$ cat src/rtl/shift_sequencer.sv
`default_nettype none
// ============================================================================
// Module      : shift_sequencer
// Description : Loads a word, then shifts it out serially over W cycles.
// Revision    : 1.0 - initial release
// ============================================================================
module shift_sequencer #(
  parameter int W = 8
) (
  input  logic         c,
  input  logic         nrst,
  input  logic         start,
  input  logic         dir,
  input  logic         abort,
  input  logic [W-1:0] d,
  input  logic         sin,
  output logic [W-1:0] q,
  output logic         sout,
  output logic         l,
  output logic         r,
  output logic         ready,
  output logic         busy,
  output logic         done
);

  localparam int CW = (W > 2) ? $clog2(W) : 1;
  localparam logic [CW-1:0] c_last = CW'(W - 1);

  typedef enum logic [1:0] {
    S_IDLE  = 2'd0,
    S_SHIFT = 2'd1,
    S_DONE  = 2'd2
  } state_t;

  state_t        r_state;
  logic [W-1:0]  r_q;
  logic [CW-1:0] r_cnt;
  logic          r_dir;
  logic          w_l;
  logic          w_r;

  // Register mode is a function of state plus live start/abort.
  always_comb begin
    w_l = 1'b0;
    w_r = 1'b0;
    case (r_state)
      S_IDLE: begin
        w_l = start;
        w_r = start;
      end
      S_SHIFT: begin
        if (!abort) begin
          w_l = ~r_dir;
          w_r = r_dir;
        end
      end
      default: begin
        w_l = 1'b0;
        w_r = 1'b0;
      end
    endcase
  end

  always_ff @(posedge c) begin
    if (!nrst) begin
      r_state <= S_IDLE;
      r_q     <= '0;
      r_cnt   <= '0;
      r_dir   <= 1'b0;
    end else begin
      case ({w_l, w_r})
        2'b11:   r_q <= d;
        2'b10:   r_q <= {sin, r_q[W-1:1]};
        2'b01:   r_q <= {r_q[W-2:0], sin};
        default: r_q <= r_q;
      endcase

      case (r_state)
        S_IDLE: begin
          if (start) begin
            r_dir   <= dir;
            r_cnt   <= '0;
            r_state <= S_SHIFT;
          end
        end
        S_SHIFT: begin
          if (abort) begin
            r_state <= S_IDLE;
          end else if (r_cnt == c_last) begin
            r_state <= S_DONE;
          end else begin
            r_cnt <= r_cnt + 1'b1;
          end
        end
        S_DONE: begin
          r_state <= S_IDLE;
        end
        default: begin
          r_state <= S_IDLE;
        end
      endcase
    end
  end

  assign q     = r_q;
  assign sout  = r_dir ? r_q[W-1] : r_q[0];
  assign l     = w_l;
  assign r     = w_r;
  assign ready = (r_state == S_IDLE);
  assign busy  = (r_state == S_SHIFT) || (r_state == S_DONE);
  assign done  = (r_state == S_DONE);

endmodule
`default_nettype wire

$ cat config.mk
export PLATFORM = sky130hd
export DESIGN_NAME = shift_sequencer
export DESIGN_NICKNAME = d
export VERILOG_FILES = /design/src/rtl/shift_sequencer.sv
export SDC_FILE = /design/constraint.sdc
export NUM_CORES = 1
export LEC_CHECK = 0
export CAP_MARGIN = 40
export CORE_MARGIN = 3
export CORE_UTILIZATION = 35
export DETAILED_ROUTE_END_ITERATION = 16
export PLACE_DENSITY = 0.66
export SYNTH_ARGS = -nofsm -noshare
export SYNTH_HDL_FRONTEND = slang
export SYNTH_SLANG_ARGS = --single-unit
$ cat constraint.sdc
create_clock -name c -period 2.1 [get_ports c]
set_input_delay 0.21 -clock c [delete_from_list [all_inputs] [get_ports c]]
set_output_delay 0.21 -clock c [all_outputs]
set_load 0.005 [all_outputs]
### After elaboration in Yosys (flattened, before gate mapping)

Index checks and enable logic that the tools add are counted.

| word-level totals | value |
|---|---|
| bits of input ports | 14 |
| memories kept | 0 |
| memory bits (writable) | 0 |
| ROM bits | 0 |
| output and inout port bits | 14 |
| register bits | 14 |
| bits in latches | 0 |
| logic and storage cells | 37 |

| operators by class | value |
|---|---|
| $mul | 0 |
| multiplexer cells | 14 |
| bitwise logic cells | 1 |
| reductions and logical operators | 7 |
| $lt $le $gt $ge | 0 |
| add/sub/neg operators | 1 |
| shifts and indexed selects | 0 |
| div/mod/pow operators | 0 |
| eq/ne operators | 10 |

Operators by type and width:

| kind | number |
|---|---|
| case mux 8 bit (3 select lines) | 1 |
| 2-to-1 mux 3 bit | 3 |
| == test 2 bit, second input constant | 3 |
| 2-to-1 mux 2 bit | 3 |
| inequality test 2 bit, second input constant | 3 |
| case mux 3 bit (2 select lines) | 1 |
| == test 2 x 1 -> 1 bit, second input constant | 2 |
| case mux 1 bit (2 select lines) | 2 |
| case mux 2 bit (2 select lines) | 1 |
| AND reduction 2 bit | 2 |
| AND reduction 4 bit | 1 |
| adder 3 x 1 -> 3 bit, second input constant | 1 |
| == test 3 bit, second input constant | 1 |
| 2-to-1 mux 1 bit | 3 |
| inequality test 3 bit, second input constant | 1 |
| nonzero test 3 bit | 1 |
| zero test 2 bit | 1 |
| nonzero test 2 bit | 1 |
| logical OR 1 bit | 1 |
| NOT 1 bit | 1 |

### Longest topological paths before layout

Gate-level depths: netlist of run 1.

| depth | value |
|---|---|
| depth in word-level cells | 5 |
| depth in mapped cells | 10 |
| depth with buffers taken out | 9 |

### Least setup slack after synthesis of run 1

OpenSTA, ideal clock, no wires.

| path | value |
|---|---|
| kind | register to register |
| from | register r_state[1] |
| to | register r_q[3] (netlist: q[3]) |
| period minus slack after synthesis | 1.992 ns |
| data arrival time | 1.869 ns |
| stages on the path, launching flop included | 11 |
| library setup time | 0.123 ns |
| setup slack | 0.108 ns |
| path buffers | 1 |
| data required time | 1.977 ns |
| path through | dfxtp_1 -> inv_1 -> ha_1 -> nand2b_1 -> o21bai_1 -> o21a_1 -> ha_1 -> or2_1 -> buf_2 -> o221ai_1 -> nor2_1 |

| on the way | value |
|---|---|
| cells in the longest elaborated chain, start to end | 4 |
| elaborated cells between the ends (all ways) | 9 |
| those cells by class | 4 x eq/ne; 3 x mux; 2 x reduce/logical |

Ends and longest elaborated chain:

| what | line | source |
|---|---|---|
| from (decl) | 35 | `state_t r_state;` |
| from (signal assigned) | 66 | `r_state <= S_IDLE;` |
| from (signal assigned) | 83 | `r_state <= S_SHIFT;` |
| from (signal assigned) | 88 | `r_state <= S_IDLE;` |
| == test 2 x 1 -> 1 bit or zero test 2 bit (tied branches) | 46 | `case (r_state)` |
| case mux 1 bit (2 select lines) | 46 |  |
| == test 2 x 1 -> 1 bit or == test 2 bit (tied branches) | 71 | `case ({w_l, w_r})` |
| case mux 8 bit (3 select lines) or nonzero test 3 bit (tied branches) | -- |  |
| to (signal assigned) | 73 | `2'b10: r_q <= {sin, r_q[W-1:1]};` |
| to (signal assigned) | 74 | `2'b01: r_q <= {r_q[W-2:0], sin};` |
| to (signal assigned) | 75 | `default: r_q <= r_q;` |
| to (decl) | 36 | `logic [W-1:0] r_q;` |

Parallel ways exist; a longest one is shown, timed or not.
A chain may end at the register's enable or synchronous reset.

### Worst setup path after layout of run 1

| path | value |
|---|---|
| from | register r_state[0] |
| to | register r_q[3] (netlist: q[3]) |

The elaborated chain is that of the path after synthesis.

==> metrics, run 1 <==
Yosys Warn Count=0; total CTS buffers=3; average wire per standard cell=14.3 um; max-slew violation count=0; setup ws final=0.0605 ns; placed inst area=1160 um^2; vias in the first global route=approximately 800; syn avg cell area=9.49 um^2; Slew @ Worst Pin=between 0.6 and 0.7 ns; area of the mapped netlist=863 um^2; Rows=17; H-Tree Level Count=1; register area share after synthesis=32.5%; nets@finish=around 150; crit-path max FO=7; FMAX=0.490 GHz; Initial DRC Count=13; final hold viol count=0; Worst VDD drop=around 0.6 mV; Initial Util=37.9%; syn nets=115; leak pwr=0.505 nW; clk root buf=clkbuf_4; first-pass GRT wire length=3.49 mm; max cap viols=0; Final setup viols=0; Setup WS pre-CTS=-0.129 ns; R2R setup slack=0.06 ns; Post-DP HPWL=1.48 mm; CTS max path bufs=2; hold slack=0.475 ns; Clk pin slew, worst setup/hold paths=0.09 ns; largest net degree at the start of global routing=20; 1st-pass router iterations=4; Layout area overhead=48.0%; routability cong.=0.784; critical path type=reg2reg; drt via density=5.51; Die W=55.7 um; I/O Pins=28; type of destination of the critical path=flop; final wirelength=between 2 and 2.5 mm; final setup TNS=0 ns; CORE AREA=2280 um^2; Final ANT Viol Nets=0; register bit count reported by yosys=14; fin crit share=97.1%; post-route cell area=1280 um^2; die height=approximately 56 um; Worst EP arrival=around 2.2 ns; Post-Synthesis Cells=91; initial antenna violation count=0; Worst Setup Start Kind=flop; Period minus WS final=2.04 ns; worst skew pair latency=0.27 ns; layout cell share with drive strength beyond 1=22.3%; Post-route DRC=0; GRT Total Usage=13.4%; CTS tree=built; number of port buffers=27; die area=3100 um^2; WP data required=2.27 ns; min-delay worst type=reg2reg; gr ovfl total=0; routed vias=around 820; Slew headroom=58.7%; clk_skew=0.00203 ns; Yosys cell types=27; pwr/cell area=1210 nW/um^2; # diodes=0; CTS Sinks=14; status=completed
-- placed cells by master (no fill, tap or decap) --
cell type / instances
or2_4: 1
nand3_1: 3
a21boi_0: 1
mux2_2: 1
nor4b_2: 1
inv_2: 1
nor3_1: 1
inv_1: 3
a221oi_1: 2
nand3b_1: 2
nand2b_4: 1
ha_2: 2
buf_4: 5
o21a_1: 1
o21ai_1: 3
o211ai_2: 1
nor2_1: 2
dlygate4sd2_1: 2
o21a_2: 1
clkdlybuf4s50_1: 25
ha_1: 6
o21bai_2: 1
nor3b_1: 6
ha_4: 2
mux2i_1: 5
o21ai_0: 1
a221oi_2: 6
nand2b_1: 2
clkbuf_8: 1
o221ai_1: 1
clkbuf_4: 3
o22ai_1: 6
dfxtp_1: 14
nand2_1: 8
-- stage by stage --
step	std cells	power [W]	utilization [%]
after detailed placement	144	0.00121	51.0
final	149	0.00154	56.1
after floorplan	91	0.000892	-
after global placement	144	0.00120	51.0
after global routing	149	0.00165	56.1
after CTS	149	0.00144	53.2
-- final cells by class --
class | count | area [um^2]
timing repair buffer | 32 | 305
fill | 212 | 998
multi-input combinational | 67 | 606
clock buffer | 4 | 36.3
sequential | 14 | 280
inverter | 4 | 15.0
tap | 28 | 35.0
-- metal layers --
layer | wire (um) | vias up | share of wire [%] | track usage, %
met5 | 0 | - | 0 | 0
met4 | 6 | 0 | 0.28 | 4.17
met3 | 106 | 2 | 5.0 | 3.48
met2 | 1010 | 24 | 47 | 21.5
met1 | 1010 | 394 | 47 | 17.4
li1 | - | 401 | - | -
-- state kept, by name (all words and copies together), names as in the netlist --
| register | flops |
|---|---|
| q | 8 |
| r_cnt | 3 |
| r_state | 2 |
| r_dir | 1 |
-- synth_stat cells, drive strengths merged --
library cell  instances  share of area, %
buf                   5               3.6
o21bai                1              0.87
a21boi                1              0.87
nand3b                2               1.7
o21ai                 4               2.3
dfxtp                14                32
ha                   10                14
o22ai                 6               4.3
nor4b                 1               1.7
mux2                  1               1.3
or2                   1              0.73
nor2                  2              0.87
o211ai                1               1.4
clkbuf                1              0.87
o21a                  2               1.7
a221oi                8               8.8
mux2i                 5               5.8
o221ai                1               1.0
nand2b                3               2.2
inv                   4               1.7
nand3                 3               1.7
nor3b                 6               5.2
nor3                  1              0.58
nand2                 8               3.5
-- critical path: stages, from the launching register on --
cell      delay (ns)
dfxtp_1         0.39
inv_1           0.10
ha_1            0.28
o21bai_2        0.24
o21a_1          0.21
ha_4            0.23
or2_4           0.27
o221ai_1        0.15
nor2_1          0.06
-- power by group --
group          leakage [nW]  switching, W  internal [W]  total [W]
combinational         0.369      0.000395      0.000499   0.000894
sequential            0.115      0.000105      0.000349   0.000454
clock                0.0210     0.0000911      0.000105   0.000196
total                 0.505      0.000591      0.000953    0.00154
-- logic make-up (layout without fill, tap and decap cells) --
group | Yosys count | count (layout) | synth area share (%)
simple gates | 27 | 27 | 18.3
compound gates | 24 | 24 | 21.4
flops | 14 | 14 | 32.5
fa+ha+maj | 10 | 10 | 14.5
buf+inv | 10 | 40 | 6.23
mux | 6 | 6 | 7.10
-- what timing repair did --
| action | in CTS | in global routing |
|---|---|---|
| setup buffers | 1 | 0 |
| gates resized for setup | 7 | 13 |
| pin swaps | 2 | 0 |
| hold buffers | 0 | 0 |
| cloned | 0 | 0 |
| setup endpoints to repair | 5 | 8 |
-- worst paths after layout --
path / depth (start not counted) / endpoint / start
min reg2reg: 2 / r_cnt[2] / r_cnt[2]
max: 8 / q[3] / r_state[0]
min: 2 / r_cnt[2] / r_cnt[2]
max reg2reg: 8 / q[3] / r_state[0]
(Power assumes the default switching activity.)
==> inputs of run 2 (changes only) <==
--- a/config.mk
+++ b/config.mk
@@ -7,3 +7,5 @@
 export LEC_CHECK = 0
+export ABC_CLOCK_PERIOD_IN_PS = 2100
 export CAP_MARGIN = 40
+export CORE_ASPECT_RATIO = 0.6
 export CORE_MARGIN = 3
--- a/constraint.sdc
+++ b/constraint.sdc
@@ -3,2 +3,2 @@
 set_output_delay 0.21 -clock c [all_outputs]
-set_load 0.005 [all_outputs]
+set_load 0.01 [all_outputs]
==> metrics, run 2 (synthesis results as in run 1) <==
status=completed; Switching Power=0.000669 W (+13%); max FFs per register=8 (unchanged); 1st-pass router iterations=4 (unchanged); FMAX=0.492 GHz (+0.32%); type of destination of the critical path=flop; power share of the sequential group=26.8% (-2.6 points); max cap viols=0 (unchanged); worst path cell trace=inv_2 > ha_1 > nand2b_1 > o21bai_4 > o21a_1 > buf_4 > ha_2 > a221oi_2 > nor4b_2; GRT Total Usage=15.1% (+1.7 points); Worst EP arrival=2.20 ns (about the same); Initial DRC Count=47 (+34); worst skew pair latency=0.24 ns (-0.03 ns); total power=0.00171 W (+10%); Core Util, Final=58.4% (+2.3 points); min-delay worst type=reg2reg; Worst Setup Start Kind=flop; number of port buffers=27 (unchanged); total CTS buffers=3 (unchanged); Initial Util=38.5% (+0.53 points); CORE AREA=2240 um^2 (-1.4%); largest net degree at the start of global routing=20 (unchanged); average wire per standard cell=15.6 um (+9.2%); # diodes=0 (unchanged); nets@finish=148 (+1.4%); die area=3120 um^2 (+0.63%); Rows=13 (-4); Final ANT Viol Nets=0 (unchanged); Final setup viols=0 (unchanged); routed vias=812 (-1.1%); H-Tree Level Count=1 (unchanged); commonest non-fill, non-tap cell in the layout=clkdlybuf4s50_1; internal power=0.00104 W (+8.8%); CTS tree=built; commonest non-fill, non-tap cells in the layout=clkdlybuf4s50_1, dfxtp_1, nand2_1; CTS max path bufs=2 (unchanged); CTS Sinks=14 (unchanged); I/O Pins=28 (unchanged); Clk network pwr share=15.5% (+2.8 points); Post-route DRC=0 (unchanged); Layout area overhead=51.9%; initial antenna violation count=0 (unchanged); Setup WS pre-CTS=-0.202 ns (-0.0723 ns); vias in the first global route=724 (-8.5%); clk root buf=clkbuf_8; first-pass GRT wire length=3.61 mm (+3.4%); max-slew violation count=0 (unchanged); drt via density=5.31 (-3.7%); Worst VDD drop=0.642 mV (+6.0%); gr ovfl total=0 (unchanged); Switching Fraction=39.2% (+0.95 points); final wirelength=2.39 mm (+12%); leak pwr=0.515 nW (+2.0%); placed inst area=1180 um^2 (+1.5%); post-route cell area=1310 um^2 (+2.6%); hold buffer count at cts=0 (unchanged); combinational cell fraction of total power=57.7% (-0.2 points); final hold viol count=0 (unchanged); Post-DP HPWL=1.72 mm (+16%); crit-path max FO=8 (+1); crit-path max cell delay=0.38 ns (about the same); critical path type=reg2reg; layout cell share with drive strength beyond 1=23.6% (+1.3 points); clk_skew=0.00125 ns (-0.000779 ns); setup ws final=0.0669 ns (+0.00643 ns); die height=44.5 um (-20%); pwr/cell area=1300 nW/um^2 (+7.6%); Period minus WS final=2.03 ns (-0.00643 ns); routability cong.=0.756 (-3.6%); fin crit share=96.8% (-0.31 points); WP data required=2.26 ns (about the same); Slew headroom=57.2% (-1.5 points); Die W=70.1 um (+26%); slowest CP cell=dfxtp_1; Slew @ Worst Pin=0.640 ns (+0.0222 ns); Clk pin slew, worst setup/hold paths=0.06 ns (-0.03 ns)
-- run 2: routing by layer --
metal | wire, um | global-route usage [%] | part of all wire [%] | up-vias
met5 | 0 | 0 | 0 | -
met3 | 128 | 4.99 | 5.4 | 4
met1 | 1210 | 21.7 | 51 | 380
met2 | 1030 | 21.6 | 43 | 26
li1 | - | - | - | 402
met4 | 24 | 3.44 | 1.0 | 0
-- run 2: stage by stage --
| step | TNS (ns) | hold WS [ns] | cells |
|---|---|---|---|
| global route | -0.144 | 0.515 | 153 |
| finish | 0 | 0.484 | 153 |
| CTS | -0.00969 | 0.483 | 153 |
| detailed placement | -0.963 | 0.475 | 148 |
| global placement | -0.333 | 0.449 | 148 |
| floorplan | 0 | 0.366 | 91 |
-- run 2: power groups by stage --
stage | combinational, W | sequential (W) | clock, W
floorplan | 0.000481 | 0.000453 | 0
finish | 0.000984 | 0.000456 | 0.000265
detailed placement | 0.000851 | 0.000446 | 0
CTS | 0.000910 | 0.000449 | 0.000268
global placement | 0.000830 | 0.000446 | 0
global route | 0.00105 | 0.000469 | 0.000281
-- run 2: final timing paths --
check | start | to | slack [ns] | cells past startpoint
worst min register to register | r_cnt[2] | r_cnt[2] | 0.48 | 2
worst max-delay path | r_state[1] | q[7] | 0.07 | 9
worst min-delay path | r_cnt[2] | r_cnt[2] | 0.48 | 2
worst max register to register | r_state[1] | q[7] | 0.07 | 9
-- run 2: worst max-delay path: cells and delay by family, from the launching register on --
family	cells	cell delay (ns)
adder cells (fa/ha/maj)	2	0.48
buffers and inverters	2	0.21
flip-flops	1	0.38
AND/OR/NAND/NOR	2	0.38
AO/OA/AOI/OAI	3	0.49
-- run 2: timing repair --
| item | in CTS | in global routing |
|---|---|---|
| gates resized for setup | 12 | 8 |
| pin swaps | 1 | 0 |
| cloned | 0 | 0 |
| setup buffers | 1 | 0 |
| hold endpoints to repair | 0 | 0 |
| setup endpoints to repair | 10 | 8 |
-- run 2: cell type report --
cell class              instances  area [um^2]
flip-flops and latches         14          280
clock buffers                   4         55.1
fillers                       192          933
multi-input cells              67          599
repair buffers                 34          320
well taps                      30         37.5
inverters                       4         18.8
